===== config.mk =====
export PLATFORM = sky130hd
export DESIGN_NAME = terminal_ctrl
export DESIGN_NICKNAME = d
export VERILOG_FILES = /design/src/rtl/terminal_pkg.sv /design/src/rtl/term_scroll_engine.sv /design/src/rtl/terminal_ctrl.sv
export SDC_FILE = /design/constraint.sdc
export NUM_CORES = 1
export LEC_CHECK = 0
export BUFFER_PORTS_ARGS = -buffer_cell sky130_fd_sc_hd__clkbuf_2
export CAP_MARGIN = 40
export CELL_PAD_IN_SITES_DETAIL_PLACEMENT = 0
export CELL_PAD_IN_SITES_GLOBAL_PLACEMENT = 1
export CORE_ASPECT_RATIO = 1.25
export CORE_MARGIN = 4
export CORE_UTILIZATION = 28
export CTS_CLUSTER_DIAMETER = 150
export DETAILED_ROUTE_END_ITERATION = 16
export GPL_ROUTABILITY_DRIVEN = 0
export PLACE_DENSITY = 0.59
export RECOVER_POWER = 50
export SYNTH_ARGS = -nofsm -noshare
export SYNTH_HDL_FRONTEND = slang
export SYNTH_SLANG_ARGS = --single-unit
export TNS_END_PERCENT = 100

===== constraint.sdc =====
create_clock -name clk -period 7.1 [get_ports clk]
set_input_delay 2.13 -clock clk [delete_from_list [all_inputs] [get_ports clk]]
set_output_delay 2.13 -clock clk [all_outputs]
set_load 0.02 [all_outputs]

===== src/rtl/terminal_pkg.sv =====
// Shared constants, field layout and state encoding for the terminal write-side controller.
package terminal_pkg;

    localparam int COLS   = 80;
    localparam int ROWS   = 40;
    localparam int ROW_W  = 6;
    localparam int COL_W  = 7;
    localparam int CHAR_W = 8;
    localparam int ATTR_W = 25;
    localparam int CELL_W = ATTR_W + CHAR_W;

    // Attribute layout {underline, fg, bg}; a cell is {attribute, char}.
    localparam int ATTR_BG_LSB = 0;
    localparam int ATTR_FG_LSB = 12;
    localparam int ATTR_UL_BIT = 24;
    localparam int CELL_CHAR_LSB = 0;
    localparam int CELL_ATTR_LSB = CHAR_W;

    localparam logic [ROW_W-1:0] LAST_ROW = ROW_W'(ROWS - 1);
    localparam logic [COL_W-1:0] LAST_COL = COL_W'(COLS - 1);

    localparam logic [ATTR_W-1:0] DEFAULT_ATTR = {1'b0, 12'hFFF, 12'h000};
    localparam logic [CHAR_W-1:0] BLANK_CHAR   = 8'h20;

    localparam logic [CHAR_W-1:0] CODE_BS = 8'h08;
    localparam logic [CHAR_W-1:0] CODE_LF = 8'h0A;
    localparam logic [CHAR_W-1:0] CODE_FF = 8'h0C;
    localparam logic [CHAR_W-1:0] CODE_CR = 8'h0D;

    localparam logic [1:0] ST_IDLE         = 2'd0;
    localparam logic [1:0] ST_SCROLL_COPY  = 2'd1;
    localparam logic [1:0] ST_SCROLL_CLEAR = 2'd2;
    localparam logic [1:0] ST_CLEAR        = 2'd3;

    function automatic logic [CELL_W-1:0] make_cell(input logic [ATTR_W-1:0] attr,
                                                    input logic [CHAR_W-1:0] ch);
        return {attr, ch};
    endfunction

endpackage


===== src/rtl/term_scroll_engine.sv =====
// Scroll copy engine: walks rows 1..39 through the shared read port during vblank and
// writes each cell one row up on the following cycle.
module term_scroll_engine
    import terminal_pkg::*;
(
    input  logic              clk,
    input  logic              reset,
    input  logic              start_i,
    input  logic              vblank_i,
    input  logic [ROW_W-1:0]  vid_row_i,
    input  logic [COL_W-1:0]  vid_col_i,
    input  logic [CELL_W-1:0] buf_rd_i,
    output logic [ROW_W-1:0]  rd_row_o,
    output logic [COL_W-1:0]  rd_col_o,
    output logic              wr_en_o,
    output logic [ROW_W-1:0]  wr_row_o,
    output logic [COL_W-1:0]  wr_col_o,
    output logic [CELL_W-1:0] wr_data_o,
    output logic              done_o
);

    logic             active_q, active_d;
    logic [ROW_W-1:0] sr_q, sr_d;
    logic [COL_W-1:0] sc_q, sc_d;
    logic             wv_q, wv_d;
    logic [ROW_W-1:0] wr_q, wr_d;
    logic [COL_W-1:0] wc_q, wc_d;
    logic             last_q, last_d;
    logic             grant;

    assign grant = active_q && vblank_i;

    always_comb begin
        active_d = active_q;
        sr_d     = sr_q;
        sc_d     = sc_q;
        wv_d     = grant;
        wr_d     = wr_q;
        wc_d     = wc_q;
        last_d   = 1'b0;
        if (start_i) begin
            active_d = 1'b1;
            sr_d     = 6'd1;
            sc_d     = 7'd0;
        end else if (grant) begin
            wr_d   = sr_q - 6'd1;
            wc_d   = sc_q;
            last_d = (sr_q == LAST_ROW) && (sc_q == LAST_COL);
            if (sc_q == LAST_COL) begin
                sc_d = 7'd0;
                if (sr_q == LAST_ROW) begin
                    active_d = 1'b0;
                    sr_d     = 6'd0;
                end else begin
                    sr_d = sr_q + 6'd1;
                end
            end else begin
                sc_d = sc_q + 7'd1;
            end
        end
    end

    always_ff @(posedge clk or posedge reset) begin
        if (reset) begin
            active_q <= 1'b0;
            sr_q     <= '0;
            sc_q     <= '0;
            wv_q     <= 1'b0;
            wr_q     <= '0;
            wc_q     <= '0;
            last_q   <= 1'b0;
        end else begin
            active_q <= active_d;
            sr_q     <= sr_d;
            sc_q     <= sc_d;
            wv_q     <= wv_d;
            wr_q     <= wr_d;
            wc_q     <= wc_d;
            last_q   <= last_d;
        end
    end

    // The renderer owns the read port whenever the engine is not granted.
    assign rd_row_o  = grant ? sr_q : vid_row_i;
    assign rd_col_o  = grant ? sc_q : vid_col_i;
    assign wr_en_o   = wv_q;
    assign wr_row_o  = wr_q;
    assign wr_col_o  = wc_q;
    assign wr_data_o = buf_rd_i;
    assign done_o    = wv_q && last_q;

endmodule


===== src/rtl/terminal_ctrl.sv =====
// Write-side controller for the 80x40 display buffer: cursor, control codes, clear and scroll.
//   state           | meaning
//   ST_IDLE         | accepting bytes; printable writes and cursor moves
//   ST_SCROLL_COPY  | engine copying rows 1..39 up by one during vblank
//   ST_SCROLL_CLEAR | blanking row 39 after a scroll
//   ST_CLEAR        | blanking the whole screen, then cursor home
module terminal_ctrl
    import terminal_pkg::*;
(
    input  logic              clk,
    input  logic              reset,
    input  logic              rx_valid,
    output logic              rx_ready,
    input  logic [7:0]        rx_data,
    input  logic              attr_we,
    input  logic [ATTR_W-1:0] attr_in,
    input  logic              vblank,
    input  logic [ROW_W-1:0]  vid_row,
    input  logic [COL_W-1:0]  vid_col,
    output logic              buf_we,
    output logic [ROW_W-1:0]  buf_wr,
    output logic [COL_W-1:0]  buf_wc,
    output logic [CELL_W-1:0] buf_wd,
    output logic [ROW_W-1:0]  buf_rr,
    output logic [COL_W-1:0]  buf_rc,
    input  logic [CELL_W-1:0] buf_rd,
    output logic [ROW_W-1:0]  cur_row,
    output logic [COL_W-1:0]  cur_col,
    output logic              busy
);

    logic [1:0]        state_q, state_d;
    logic [ROW_W-1:0]  cur_row_q, cur_row_d;
    logic [COL_W-1:0]  cur_col_q, cur_col_d;
    logic [ATTR_W-1:0] attr_q, attr_d;
    logic              we_q, we_d;
    logic [ROW_W-1:0]  wr_q, wr_d;
    logic [COL_W-1:0]  wc_q, wc_d;
    logic [CELL_W-1:0] wd_q, wd_d;
    logic              blank_q, blank_d;
    logic [ROW_W-1:0]  clr_row_q, clr_row_d;
    logic [COL_W-1:0]  clr_col_q, clr_col_d;
    logic              accept;
    logic              do_lf;
    logic              scroll_start;

    logic              eng_we;
    logic [ROW_W-1:0]  eng_wr;
    logic [COL_W-1:0]  eng_wc;
    logic [CELL_W-1:0] eng_wd;
    logic              eng_done;

    assign accept = rx_valid && (state_q == ST_IDLE);

    always_comb begin
        state_d      = state_q;
        cur_row_d    = cur_row_q;
        cur_col_d    = cur_col_q;
        attr_d       = attr_we ? attr_in : attr_q;
        we_d         = 1'b0;
        wr_d         = wr_q;
        wc_d         = wc_q;
        wd_d         = wd_q;
        blank_d      = blank_q;
        clr_row_d    = clr_row_q;
        clr_col_d    = clr_col_q;
        do_lf        = 1'b0;
        scroll_start = 1'b0;
        case (state_q)
            ST_IDLE: begin
                if (accept) begin
                    if (rx_data >= BLANK_CHAR) begin
                        we_d    = 1'b1;
                        wr_d    = cur_row_q;
                        wc_d    = cur_col_q;
                        wd_d    = make_cell(attr_q, rx_data);
                        blank_d = 1'b0;
                        if (cur_col_q == LAST_COL) begin
                            cur_col_d = 7'd0;
                            do_lf     = 1'b1;
                        end else begin
                            cur_col_d = cur_col_q + 7'd1;
                        end
                    end else begin
                        case (rx_data)
                            CODE_CR: cur_col_d = 7'd0;
                            CODE_BS: if (cur_col_q != 7'd0) cur_col_d = cur_col_q - 7'd1;
                            CODE_LF: do_lf = 1'b1;
                            CODE_FF: begin
                                state_d   = ST_CLEAR;
                                clr_row_d = 6'd0;
                                clr_col_d = 7'd0;
                            end
                            default: ;
                        endcase
                    end
                    if (do_lf) begin
                        if (cur_row_q == LAST_ROW) begin
                            state_d      = ST_SCROLL_COPY;
                            scroll_start = 1'b1;
                        end else begin
                            cur_row_d = cur_row_q + 6'd1;
                        end
                    end
                end
            end
            ST_SCROLL_COPY: begin
                if (eng_done) begin
                    state_d   = ST_SCROLL_CLEAR;
                    clr_row_d = LAST_ROW;
                    clr_col_d = 7'd0;
                end
            end
            ST_SCROLL_CLEAR, ST_CLEAR: begin
                we_d    = 1'b1;
                wr_d    = clr_row_q;
                wc_d    = clr_col_q;
                blank_d = 1'b1;
                if (clr_col_q == LAST_COL) begin
                    clr_col_d = 7'd0;
                    if (clr_row_q == LAST_ROW) begin
                        state_d = ST_IDLE;
                        if (state_q == ST_CLEAR) begin
                            cur_row_d = 6'd0;
                            cur_col_d = 7'd0;
                        end
                    end else begin
                        clr_row_d = clr_row_q + 6'd1;
                    end
                end else begin
                    clr_col_d = clr_col_q + 7'd1;
                end
            end
            default: state_d = ST_IDLE;
        endcase
    end

    always_ff @(posedge clk or posedge reset) begin
        if (reset) begin
            state_q   <= ST_IDLE;
            cur_row_q <= '0;
            cur_col_q <= '0;
            attr_q    <= DEFAULT_ATTR;
            we_q      <= 1'b0;
            wr_q      <= '0;
            wc_q      <= '0;
            wd_q      <= '0;
            blank_q   <= 1'b0;
            clr_row_q <= '0;
            clr_col_q <= '0;
        end else begin
            state_q   <= state_d;
            cur_row_q <= cur_row_d;
            cur_col_q <= cur_col_d;
            attr_q    <= attr_d;
            we_q      <= we_d;
            wr_q      <= wr_d;
            wc_q      <= wc_d;
            wd_q      <= wd_d;
            blank_q   <= blank_d;
            clr_row_q <= clr_row_d;
            clr_col_q <= clr_col_d;
        end
    end

    term_scroll_engine u_scroll (
        .clk       (clk),
        .reset     (reset),
        .start_i   (scroll_start),
        .vblank_i  (vblank),
        .vid_row_i (vid_row),
        .vid_col_i (vid_col),
        .buf_rd_i  (buf_rd),
        .rd_row_o  (buf_rr),
        .rd_col_o  (buf_rc),
        .wr_en_o   (eng_we),
        .wr_row_o  (eng_wr),
        .wr_col_o  (eng_wc),
        .wr_data_o (eng_wd),
        .done_o    (eng_done)
    );

    // Blank cells take the live attribute so an update lands on clears already in flight.
    assign buf_we   = we_q || eng_we;
    assign buf_wr   = eng_we ? eng_wr : wr_q;
    assign buf_wc   = eng_we ? eng_wc : wc_q;
    assign buf_wd   = eng_we ? eng_wd : (blank_q ? make_cell(attr_q, BLANK_CHAR) : wd_q);
    assign rx_ready = (state_q == ST_IDLE);
    assign busy     = (state_q != ST_IDLE);
    assign cur_row  = cur_row_q;
    assign cur_col  = cur_col_q;

endmodule


# Yosys cells after proc, flatten, opt, wreduce, memory -nomap -nowiden
# Cells that the tools add are included.
# totals
reg_bits	130
in_bits	84
out_inout_bits	75
wordCells	155
# classes
n_addsub	8
magnitude_cmp	1
n_eq_ne	26
mux	78
bitwise_logic	1
n_reduce_logical	23
# ops
cell	count
$mux W7	19
$mux W6	20
$mux W33	2
$pmux W7 S2	3
$eq A8 B4 Y1 const B	4
$pmux W6 S2	2
$add A7 B1 Y7 const B	3
$eq A7 B7 Y1 const B	3
$pmux W7 S3	1
$mux W1	19
$add A6 B1 Y6 const B	3
$eq A6 B6 Y1 const B	3
$pmux W6 S3	1
$mux W2	8
$ne A2 B2 Y1 const B	7
$reduce_and A7 Y1	2
$reduce_bool A2 Y1	5
$reduce_and A3 Y1	3
$ge A8 B6 Y1 const B	1
$ne A2 B1 Y1 const B	4
$reduce_and A4 Y1	2
$reduce_bool A7 Y1	1
$sub A7 B1 Y7 const B	1
$pmux W2 S3	1
other kinds (13)	19

# Longest topological paths before layout
# logic_depth
word_depth	10
ltp_mapped	9
ltp_nobuf	7

# Cells and area by module
# A second synthesis with hierarchy kept.
# unflattened
hier_cells	757
hier_area_um2	7527.2
# by_module_without_submodules
module	n_inst	cells_each	area_per_inst_um2	seq_area_each_um2
terminal_ctrl	1	550	5719.2	2542.4
term_scroll_engine	1	207	1808.0	725.7

# Least setup slack after synthesis
# No wires, ideal clock.
# synth_timing
kind	in2out
start	input port vblank
end	output port buf_rc[0]
arrival_time_ps	3117
required_time_ps	4970
setup_slack_ps	1853
stages	6
path_buffers	2
path_cell_list	nand2_1 -> clkbuf_1 -> clkinv_1 -> clkbuf_1 -> nand2_1 -> nand2_1
# synth_via
elab_chain_len	2
# synth_rtl
item	line_no	rtl
start: declaration	terminal_ctrl.sv:17	input logic vblank,
$logic_and A1 B1 Y1	term_scroll_engine.sv:31	assign grant = active_q && vblank_i;
net u_scroll.grant	term_scroll_engine.sv:29	logic grant;
$mux W7	term_scroll_engine.sv:85	assign rd_col_o = grant ? sc_q : vid_col_i;
end: declaration	terminal_ctrl.sv:25	output logic [COL_W-1:0] buf_rc,
# The timed path passes the listed nets, and every way through them passes these cells.

# Final worst setup path
# layout_timing
start	input port vblank
end	output port buf_rc[1]
# layout_via
elab_chain_len	2
# layout_rtl
item	line_no
$logic_and A1 B1 Y1	term_scroll_engine.sv:31
$mux W7	term_scroll_engine.sv:85
# Every way passes these cells.

==> flow_summary.yaml <==
status:
  status: "finished, violations left"
  failed_checks: "max-capacitance violations, max-slew violations"
die:
  die_height_um: 186.5
  design.portCount: 159
  starting_density_of_the_core: 0.2829
  fp.dieW_um: 150.8
  core.rowCount: 65
  core_um2: 25210
  design.die.area_um2: 28110
layout:
  post_route_cells_drive_above_1_share: 0.3401
  layout_common_cells: "sky130_fd_sc_hd__clkbuf_2 (153), sky130_fd_sc_hd__nand2_1 (125), sky130_fd_sc_hd__dfrtp_1 (117), sky130_fd_sc_hd__mux2_2 (76), sky130_fd_sc_hd__o21ai_0 (62)"
  layout_commonest_cell: "sky130_fd_sc_hd__clkbuf_2"
  finalNetCount: 970
  area_growth_syn_to_layout_pct: 24.42
  antenna_cells_inserted: 0
timing:
  final.hold.worst_slack_ns: 0.4993
  timing.final.setup_violations: 0
  worst_clock_skew_ns: 0.01061
  min_period_ns: 5.627
  slew_viol_final: 117
  timing.fmax_mhz: 177.7
  grt_setup_unrepaired: "false"
  tns_ns: 0
  worst-slew-pin-transition_ns: 2.319
  relative_slew_slack: -0.5548
  finalHoldViolations: 0
  final_min_period_over_clock_period: 0.7926
pwr:
  p_seq_frac: 0.422
  clkPwrFrac: 0.506
  net-switching-power_uw: 450.8
  power.ir.vdd_worst_v: 0.0001471
  internal_power_mw: 1.377
  static-leakage-power_nw: 4.337
  power_frac_comb: 0.072
  netSwitchingFraction: 0.2466
  totalPowerFinal_mw: 1.828
  power_density_over_the_cells_nw_per_um2: 206.0
clock_network:
  clk_root_buffer_cell: "sky130_fd_sc_hd__clkbuf_16"
  clk_transition_reported_paths_ns: 0.06
  clock_sinks: 130
  clock_tree_from_tritoncts: "done"
  htree_levels: 4
  max-clock-path-buffers: 2
  postCtsSetupRepairBufs: 0
  clock_insertion_delay_worst_skew_ns: 0.42
  numCtsBuffers: 17
  cts_hold_buffers: 0
  post_cts_resize_count: 0
synthesis:
  synthesis.instances: 728
  yosysSeqAreaShare: 0.4582
  post_synth_instance_area_um2: 7133
  synthesis.area_per_instance_um2: 9.798
  yosysUniqueCellTypes: 62
  syn_nets: 826
  synth_area_leaders: "sky130_fd_sc_hd__dfrtp_1 (41%), sky130_fd_sc_hd__mux2_2 (12%), sky130_fd_sc_hd__nand2_1 (6.6%)"
  async_reset_ff_frac: 1.000
  yosysTopAreaCell: "sky130_fd_sc_hd__dfrtp_1"
  synthFlopType: "sky130_fd_sc_hd__dfrtp_1"
  warning_count_from_the_yosys_run: 0
  yosys_register_bits: 130
  yosys.area.top_type_share: 0.4140
  number_of_enable_type_register_cells_in_the_synthesized_netlist: 0
critical_path:
  worstPathArrival_ns: 3.50
  critPathRequiredTime_ns: 4.97
  critical_path_launch_point_type: "primary input"
  critical_path_fanout_max: 30
  worstSetupPathType: "primary input to primary output"
  crit_path_end_kind: "primary output"
drt:
  drt.antenna.violating_nets: 0
  drt-vias-per-instance: 4.753
  routed_wirelength_um: 19580
  drt_first_pass_iters: 4
  detail_route.iter0.violations: 219
  drc: 0
  wl_per_cell_um: 16.05
  dr_total_vias: 5799
global_route:
  grt_max_degree: 67
  grt-ovfl-total: 0
  grt_first_pass_wirelength_um: 31750
  global_route.usage.total: 0.1408
  first_global_vias: 5792
  grt_antenna_before_repair: 0
flow_run:
  max_cap_violations: 3
min_path:
  hold_path_class: "flop to flop"
placement:
  place.port_buffers: 158
  place_hpwl_um: 14490
synthesized netlist by cell type (all sizes together), types with 12 or more instances:
library cell	instances
nand2b	13
a21oi	20
nand2	125
dfstp	12
buf	13
nor2	48
a31oi	26
ha	14
nand3	15
inv	12
mux2	77
mux2i	28
o21ai	63
clkbuf	30
dfrtp	118
power by group through the flow:
stage	Sequential, mW	Combinational [mW]	Clock [mW]
2_1_floorplan	0.782	0.0748	0
3_3_place_gp	0.784	0.136	0
3_5_place_dp	0.785	0.136	0
4_1_cts	0.771	0.137	0.952
5_1_grt	0.774	0.148	0.982
6_report	0.771	0.132	0.925
metal layers:
layer | global-route usage | wire [µm] | vias up
met1 | 0.1802 | 8682 | 2759
met3 | 0.02502 | 1011 | 12
met5 | 0 | 0 | -
met4 | 0.04292 | 246 | 0
li1 | - | - | 2887
met2 | 0.2405 | 9643 | 141
layout make-up:
class / count / area (µm²)
Fill cell: 2649 / 16340
Multi-Input combinational cell: 542 / 3662
Sequential cell: 130 / 3269
Timing Repair Buffer: 168 / 850.8
Clock buffer: 17 / 425.4
Tap cell: 335 / 419.2
Clock inverter: 15 / 197.7
Inverter: 13 / 50.05
logic make-up (layout without fill, tap and decap cells):
logic type,Yosys count,in the layout,synth area share
AND/OR/NAND/NOR,262,262,0.1796
AO/OA/AOI/OAI,150,150,0.1321
flip-flops,130,130,0.4582
multiplexers,105,105,0.1608
buffers and inverters,56,213,0.03122
adder cells (fa/ha/maj),14,14,0.02456
XOR/XNOR,11,11,0.01351
critical path, cell delays in order:
cell	delay [ns]
sky130_fd_sc_hd__clkbuf_2	0.08
sky130_fd_sc_hd__nand2_1	0.05
sky130_fd_sc_hd__buf_4	0.27
sky130_fd_sc_hd__clkinv_1	0.49
sky130_fd_sc_hd__nand2_1	0.24
sky130_fd_sc_hd__nand2_1	0.07
sky130_fd_sc_hd__clkbuf_2	0.15
sequential cells by signal (all words and copies together), names as in the netlist, 6 cells and up:
signal	count
cur_row	6
cur_col	7
u_scroll.sr_q	6
clr_col_q	7
u_scroll.wr_col_o	7
clr_row_q	6
u_scroll.wr_row_o	6
wd_q	33
attr_q	25
wr_q	6
wc_q	7
u_scroll.sc_q	7
through the flow:
step           instances  instance area, µm²  setup WS [ns]    util
2_1_floorplan        728                7133          1.521       -
3_3_place_gp        1187                8265          1.496  0.3278
3_5_place_dp        1188                8275          1.467  0.3282
4_1_cts             1220                8899          1.465  0.3530
5_1_grt             1220                8875          1.273  0.3520
6_report            1220                8875          1.473  0.3520
final timing paths:
check,startpoint,end,slack (ns),depth (start not counted)
worst max-delay path,vblank,buf_rc[1],1.47,7
worst min-delay path,wd_q[5],wd_q[5],0.50,1
worst max register to register,state_q[1],cur_col[5],2.86,8
worst min register to register,wd_q[5],wd_q[5],0.50,1
max in group asynchronous,reset,wd_q[27],2.53,3
min in group asynchronous,reset,attr_q[4],2.32,2
Power figures use the tool's default switching activity.
